## config.mk

```make
export PLATFORM = sky130hd
export DESIGN_NAME = cpu_wb_queue
export DESIGN_NICKNAME = d
export VERILOG_FILES = /design/src/rtl/cpu_wb_queue.sv
export SDC_FILE = /design/constraint.sdc
export NUM_CORES = 1
export LEC_CHECK = 0
export ABC_AREA = 0
export ABC_CLOCK_PERIOD_IN_PS = 3300
export BUFFER_PORTS_ARGS = -buffer_cell sky130_fd_sc_hd__buf_4
export CELL_PAD_IN_SITES_DETAIL_PLACEMENT = 1
export CELL_PAD_IN_SITES_GLOBAL_PLACEMENT = 1
export CORE_MARGIN = 1
export CORE_UTILIZATION = 43
export CTS_BUF_LIST = sky130_fd_sc_hd__clkbuf_4 sky130_fd_sc_hd__clkbuf_8 sky130_fd_sc_hd__clkbuf_16
export DETAILED_ROUTE_END_ITERATION = 8
export PLACE_DENSITY_LB_ADDON = 0.1
export SLEW_MARGIN = 20
export SYNTH_ARGS = -nofsm -noshare
export SYNTH_HDL_FRONTEND = slang
export SYNTH_SLANG_ARGS = --single-unit
```

## constraint.sdc

```tcl
create_clock -name clk_i -period 3.3 [get_ports clk_i]
set_clock_uncertainty 0.2 [all_clocks]
set_input_delay 0.495 -clock clk_i [delete_from_list [all_inputs] [get_ports clk_i]]
set_output_delay 0.495 -clock clk_i [all_outputs]
set_load 0.01 [all_outputs]
```

## src/rtl/cpu_wb_queue.sv

```systemverilog
// rtl/cpu_wb_queue.sv - in-order write-back queue between memory access and register file
//
// Ports:
//   clk_i, reset_i              clock, asynchronous active-high reset
//   in_valid_i / in_ready_o     retiring-instruction handshake from the MA stage
//   pc_i, ir_i, load_i          instruction identity; rd = ir_i[11:7]
//   ma_size_i, byte_off_i       load access size and byte offset
//   wb_data_i, wb_valid_i       result for non-loads, rd write intent
//   dmem_rsp_valid_i/_data_i    in-order load responses (raw memory word)
//   wb_valid_o/_addr_o/_data_o  registered register-file write port
//   wb_pc_o                     pc of retired entry, NOP_PC when idle
//   pending_mask_o              registers with a queued write (bit 0 always 0)
//   count_o, empty_o            occupancy
//   rsp_err_o                   sticky flag: response arrived with no load outstanding
module cpu_wb_queue #(
    parameter int          DEPTH  = 4,
    parameter int          CNT_W  = $clog2(DEPTH) + 1,
    parameter logic [31:0] NOP_PC = 32'h0000_0000
) (
    input  logic             clk_i,
    input  logic             reset_i,
    input  logic             in_valid_i,
    output logic             in_ready_o,
    input  logic [31:0]      pc_i,
    input  logic [31:0]      ir_i,
    input  logic             load_i,
    input  logic [2:0]       ma_size_i,
    input  logic [1:0]       byte_off_i,
    input  logic [31:0]      wb_data_i,
    input  logic             wb_valid_i,
    input  logic             dmem_rsp_valid_i,
    input  logic [31:0]      dmem_rsp_data_i,
    output logic             wb_valid_o,
    output logic [4:0]       wb_addr_o,
    output logic [31:0]      wb_data_o,
    output logic [31:0]      wb_pc_o,
    output logic [31:0]      pending_mask_o,
    output logic [CNT_W-1:0] count_o,
    output logic             empty_o,
    output logic             rsp_err_o
);
    localparam int               PTR_W   = $clog2(DEPTH);
    localparam logic [CNT_W-1:0] DEPTH_C = CNT_W'(DEPTH);

    localparam logic [2:0] SZ_B  = 3'b000;
    localparam logic [2:0] SZ_H  = 3'b001;
    localparam logic [2:0] SZ_BU = 3'b100;
    localparam logic [2:0] SZ_HU = 3'b101;

    logic [31:0] pc_q   [DEPTH];
    logic [4:0]  rd_q   [DEPTH];
    logic [2:0]  size_q [DEPTH];
    logic [1:0]  off_q  [DEPTH];
    logic [31:0] data_q [DEPTH];
    logic [DEPTH-1:0] load_q;
    logic [DEPTH-1:0] wbv_q;
    logic [DEPTH-1:0] done_q;

    logic [PTR_W-1:0] head_q, tail_q, lptr_q;
    logic [CNT_W-1:0] count_q, ld_cnt_q;

    logic             enq, enq_load, rsp_fire, retire;
    logic [CNT_W-1:0] ld_rem;
    logic [DEPTH-1:0] live;
    logic [PTR_W-1:0] rel, idx, nxt_ld;
    logic             nxt_found;
    logic [4:0]       in_rd;
    logic             unused_ir;

    assign in_rd     = ir_i[11:7];
    assign unused_ir = ^{ir_i[31:12], ir_i[6:0]};

    assign in_ready_o = count_q < DEPTH_C;
    assign count_o    = count_q;
    assign empty_o    = count_q == '0;

    assign enq      = in_valid_i && in_ready_o;
    assign enq_load = enq && load_i;
    // Only loads already counted at the start of the cycle can take a response.
    assign rsp_fire = dmem_rsp_valid_i && (ld_cnt_q != '0);
    // done_q is registered, so a response completing the head retires next cycle.
    assign retire   = (count_q != '0) && done_q[head_q];
    assign ld_rem   = ld_cnt_q - CNT_W'(rsp_fire);

    function automatic logic [31:0] fmt_load(input logic [31:0] raw,
                                             input logic [2:0]  size,
                                             input logic [1:0]  off);
        logic [31:0] s;
        s = raw >> {off, 3'b000};
        case (size)
            SZ_B:    fmt_load = {{24{s[7]}}, s[7:0]};
            SZ_H:    fmt_load = {{16{s[15]}}, s[15:0]};
            SZ_BU:   fmt_load = {24'h0, s[7:0]};
            SZ_HU:   fmt_load = {16'h0, s[15:0]};
            default: fmt_load = s;
        endcase
    endfunction

    // An entry is live when its distance from head is below the occupancy.
    always_comb begin
        live = '0;
        rel  = '0;
        for (int i = 0; i < DEPTH; i++) begin
            rel     = PTR_W'(i) - head_q;
            live[i] = CNT_W'(rel) < count_q;
        end
    end

    // Next outstanding load after the one being completed; loads complete in
    // issue order so the first incomplete load past lptr is the next one.
    always_comb begin
        nxt_found = 1'b0;
        nxt_ld    = tail_q;
        idx       = '0;
        for (int k = 1; k < DEPTH; k++) begin
            idx = lptr_q + PTR_W'(k);
            if (!nxt_found && live[idx] && load_q[idx] && !done_q[idx]) begin
                nxt_found = 1'b1;
                nxt_ld    = idx;
            end
        end
    end

    always_comb begin
        pending_mask_o = '0;
        for (int i = 0; i < DEPTH; i++) begin
            if (live[i] && wbv_q[i]) pending_mask_o[rd_q[i]] = 1'b1;
        end
        pending_mask_o[0] = 1'b0;
    end

    always_ff @(posedge clk_i or posedge reset_i) begin
        if (reset_i) begin
            head_q     <= '0;
            tail_q     <= '0;
            lptr_q     <= '0;
            count_q    <= '0;
            ld_cnt_q   <= '0;
            done_q     <= '0;
            rsp_err_o  <= 1'b0;
            wb_valid_o <= 1'b0;
            wb_addr_o  <= '0;
            wb_data_o  <= '0;
            wb_pc_o    <= NOP_PC;
        end else begin
            if (dmem_rsp_valid_i && !rsp_fire) rsp_err_o <= 1'b1;
            if (rsp_fire) done_q[lptr_q] <= 1'b1;
            if (enq) begin
                done_q[tail_q] <= !load_i;
                tail_q         <= tail_q + 1'b1;
            end

            // With no load left outstanding, the newly enqueued load becomes the target.
            if (enq_load && ld_rem == '0) lptr_q <= tail_q;
            else if (rsp_fire)            lptr_q <= nxt_ld;
            ld_cnt_q <= ld_rem + CNT_W'(enq_load);

            count_q <= count_q + CNT_W'(enq) - CNT_W'(retire);

            if (retire) begin
                wb_valid_o <= wbv_q[head_q];
                wb_addr_o  <= rd_q[head_q];
                wb_data_o  <= data_q[head_q];
                wb_pc_o    <= pc_q[head_q];
                head_q     <= head_q + 1'b1;
            end else begin
                wb_valid_o <= 1'b0;
                wb_addr_o  <= '0;
                wb_data_o  <= '0;
                wb_pc_o    <= NOP_PC;
            end
        end
    end

    // Payload storage needs no reset: liveness is governed by the pointers.
    always_ff @(posedge clk_i) begin
        if (rsp_fire) data_q[lptr_q] <= fmt_load(dmem_rsp_data_i, size_q[lptr_q], off_q[lptr_q]);
        if (enq) begin
            pc_q[tail_q]   <= pc_i;
            rd_q[tail_q]   <= in_rd;
            size_q[tail_q] <= ma_size_i;
            off_q[tail_q]  <= byte_off_i;
            data_q[tail_q] <= wb_data_i;
            load_q[tail_q] <= load_i;
            wbv_q[tail_q]  <= wb_valid_i && (in_rd != 5'd0);
        end
    end
endmodule

```

==> flow_summary_export.csv <==
group,metric,value,unit
outcome,outcome,"finished, violations left",
global_route,grt_pass1_vias,12100,
layout,stdcell_area,22200,um2
setup_path,critPathLaunchType,"flip-flop",
yosys,synthCells,1115,
setup_path,cp-end-kind,"output port",
layout,fill_cells,3824,
yosys,synthDistinctLibCells,52,
die,start_util,43.8,%
yosys,synthArstFlopShare,22.3,%
die,fp.dieArea,41600,um2
yosys,ys_ff_latch,391,
sta,setup_violations,31,
yosys,synthTopCellsByArea,"edfxtp_1 52%, dfrtp_1 12%, mux4_2 10%",
sta,min_period,3.55,ns
die,die_w,204,um
outcome,violations,"setup timing",
setup_path,critPathTopFamily,"compound AO/OA/AOI/OAI gates",
yosys,syn_nets,1273,
setup_path,path_buf_inv,2,
layout,seqCellArea,11300,um2
layout,layout-drive-gt1-share,38.2,%
global_route,grt_start_max_net_pins,72,
yosys,netlist_area,17500,um2
global_route,antenna_found_initial,2,
worst_hold_path,hp-start,"wb_data_i[5]",
clock_tree,cts_sinks,391,
sta,slew_headroom,33.4,%
worst_hold_path,hp-class,"in2reg",
setup_path,r2r-start,"lptr_q[0]",
drt,ant_nets,0,
drt,firstDrtPassIters,5,
sta,hold_viol_final,0,
layout,multi_input_area,6170,um2
die,io-pin-count,247,
drt,wire_per_inst,25.0,um
die,die_h,204,um
global_route,grt_pass1_wl,74100,um
yosys,synth_top_area_share,52.1,%
yosys,yosys_warnings,0,
sta,worst_pin_slew,0.999,ns
placement,io_buffers,218,
drt,vias,11200,
setup_path,worst-path-max-fanout,4,
setup_path,max_stage_delay,0.51,ns
sta,finalWorstSetupSlack,-0.251,ns
placement,hpwlAfterDp,32300,um
clock_tree,h-tree-depth,2,
placement,dpl_cell_area,19900,um2
yosys,yosysTopAreaCell,"edfxtp_1",
sta,maxSlewViolCount,0,
clock_tree,path_clk_slew,0.05,ns
sta,max_freq,282,MHz
die,core,40000,um2
placement,placed_cells,1834,
global_route,grt.total_usage,24.1,%
drt,routed_wl,49100,um
clock_tree,cts_tree,"yes",
power,p_per_area,972,nW/um2
sta,finalCritPeriodShare,108,%
setup_path,arrival,2.86,ns
setup_path,r2r_slack,0.25,ns
yosys,synth_edf_count,304,
layout,layoutNonFillerInstCount,1964,
setup_path,rr_endpoint,"data_q[3][21]",
layout,final_util,55.6,%
power,total_power,21.6,mW
clock_tree,cts-buffers-inserted,44,
layout,fin_nets,1561,
placement,gp_congestion,0.829,
setup_path,crit_slowest_cell,"dfrtp_4",
sta,rsz0062_at_grt,"yes",
power,p_leak,8.31,nW
yosys,ys_seq_area_share,64.5,%
clock_tree,clk_latency,0.57,ns
worst_hold_path,holdPathEnd,"data_q[2][5]",
yosys,ys.flop_type,"edfxtp_1",
power,max-vdd-ir-drop,676,uV
drt,drcViolationCount,0,
clock_tree,cts_root_buf,"clkbuf_16",
setup_path,setup.worst_path.class,"reg2out",
setup_path,path_cells,"xnor2_4 -> inv_2 -> ha_4 -> a21oi_4 -> o211ai_1 -> or3b_4 -> o22a_1 -> o221ai_2 -> buf_4",
setup_path,cp-startpoint,"head_q[0]",
setup_path,required,2.60,ns
die,fp-row-count,73,
drt,via_per_inst,5.68,
yosys,synth.avg_cell_area,15.7,um2
worst_hold_path,hold_path_depth,2,
global_route,gr-total-overflow,0,
layout,area_growth,26.8,%
drt,drt_iter0_drc,560,
setup_path,worst-r2r-cell-count,6,
flow_run,cap_violations,0,
clock_tree,cts.path.max_buffers,3,
## worst reg2reg max path: cells and delay by family, from the launching register on
| family | cells | cell delay [ns] |
|---|---|---|
| AO/OA/AOI/OAI | 2 | 0.69 |
| flip-flops | 1 | 0.55 |
| multiplexers | 3 | 1.21 |
| AND/OR/NAND/NOR | 1 | 0.26 |
## power breakdown
part	total (mW)	switching, mW	internal [mW]
Combinational	8.89	4.74	4.15
Clock	4.82	1.93	2.89
Sequential	7.92	0.546	7.37
## cell usage after synthesis (8+ instances only)
library cell	instances
edfxtp_1	304
clkbuf_1	49
a21oi_1	45
mux2i_1	38
xnor2_1	8
and2_1	9
or3_1	9
inv_1	28
mux4_2	78
mux2_2	31
o221ai_1	31
ha_1	18
o21ai_0	13
nor2_1	54
o22a_1	90
nand2b_1	11
nor2b_1	78
nand2_1	34
dfrtp_1	87
or3b_2	14
o22a_2	9
or2_2	9
## layout make-up
cell class                      instances  share of cell area [%]
Sequential cell                       391                    50.9
Multi-Input combinational cell        626                    27.8
Timing Repair Buffer                  311                    11.4
Inverter                               29                   0.501
Clock buffer                           63                    5.81
Clock inverter                         18                   0.703
Tap cell                              525                    2.95
Antenna cell                            1                  0.0113
## sequential cells by signal (all words and copies together) (netlist names)
| register | count |
|---|---|
| count_o | 3 |
| data_q | 128 |
| done_q | 4 |
| head_q | 2 |
| ld_cnt_q | 3 |
| load_q | 4 |
| lptr_q | 2 |
| off_q | 8 |
| pc_q | 128 |
| rd_q | 20 |
| rsp_err_o | 1 |
| size_q | 12 |
| tail_q | 2 |
| wb_addr_o | 5 |
| wb_data_o | 32 |
| wb_pc_o | 32 |
| wb_valid_o | 1 |
| wbv_q | 4 |
## stage by stage
step	setup TNS [ns]	hold slack (ns)	setup slack, ns
after global routing	-7.46	0.0430	-0.309
after global placement	0	0.258	0.0441
after CTS	-6.94	0.0259	-0.273
final	-5.67	0.0525	-0.251
after detailed placement	0	0.263	0.00115
after floorplan	0	0.293	0.0625
## worst max-delay path by stage
stage / to / cells after the start / slack [ns]
after CTS: pending_mask_o[24] / 8 / -0.27
after global placement: count_o[2] / 12 / 0.04
final: pending_mask_o[18] / 9 / -0.25
after detailed placement: count_o[2] / 12 / 0.001
after floorplan: pending_mask_o[4] / 9 / 0.06
after global routing: pending_mask_o[22] / 9 / -0.31
## placed cells by master (no fill, tap or decap), types with 31 or more instances in the layout
master         Yosys  routed
nand2_1           34      34
buf_4              2     257
nor2b_1           78      78
clkbuf_16          0      45
mux2_2            31      31
edfxtp_1         304     304
mux2i_1           38      38
o22a_1            90      90
nor2_1            54      54
dfrtp_1           87      85
a21oi_1           45      41
dlygate4sd3_1      0      45
mux4_2            78      78
## cells by family (layout without fill, tap and decap cells)
logic type | Yosys count | in the layout | share of synthesized area [%]
flip-flops | 391 | 391 | 64.5
AND/OR/NAND/NOR | 242 | 242 | 7.74
AO/OA/AOI/OAI | 208 | 208 | 9.26
multiplexers | 148 | 148 | 14.3
buffers and inverters | 98 | 421 | 2.44
adder cells (fa/ha/maj) | 19 | 19 | 1.40
XOR/XNOR | 8 | 8 | 0.400
other | 1 | 2 | 0.0214
## routing by layer
| metal | vias to the layer above | GRT usage [%] | wire length, um |
|---|---|---|---|
| met4 | 2 | 7.65 | 1180 |
| met1 | 5803 | 31.4 | 20500 |
| met5 | - | 0 | 13 |
| met2 | 318 | 41.6 | 25100 |
| met3 | 81 | 3.27 | 2330 |
| li1 | 4948 | - | - |
## what timing repair did
item | 4_1_cts | 5_1_grt
gates resized for setup | 58 | 18
endpoints found under the setup margin | 32 | 32
hold buffers | 45 | 0
endpoints found under the hold margin | 219 | 0
gates cloned | 0 | 0
pin swaps | 17 | 26
buffers inserted | 1 | 2
(Power assumes the default switching activity.)
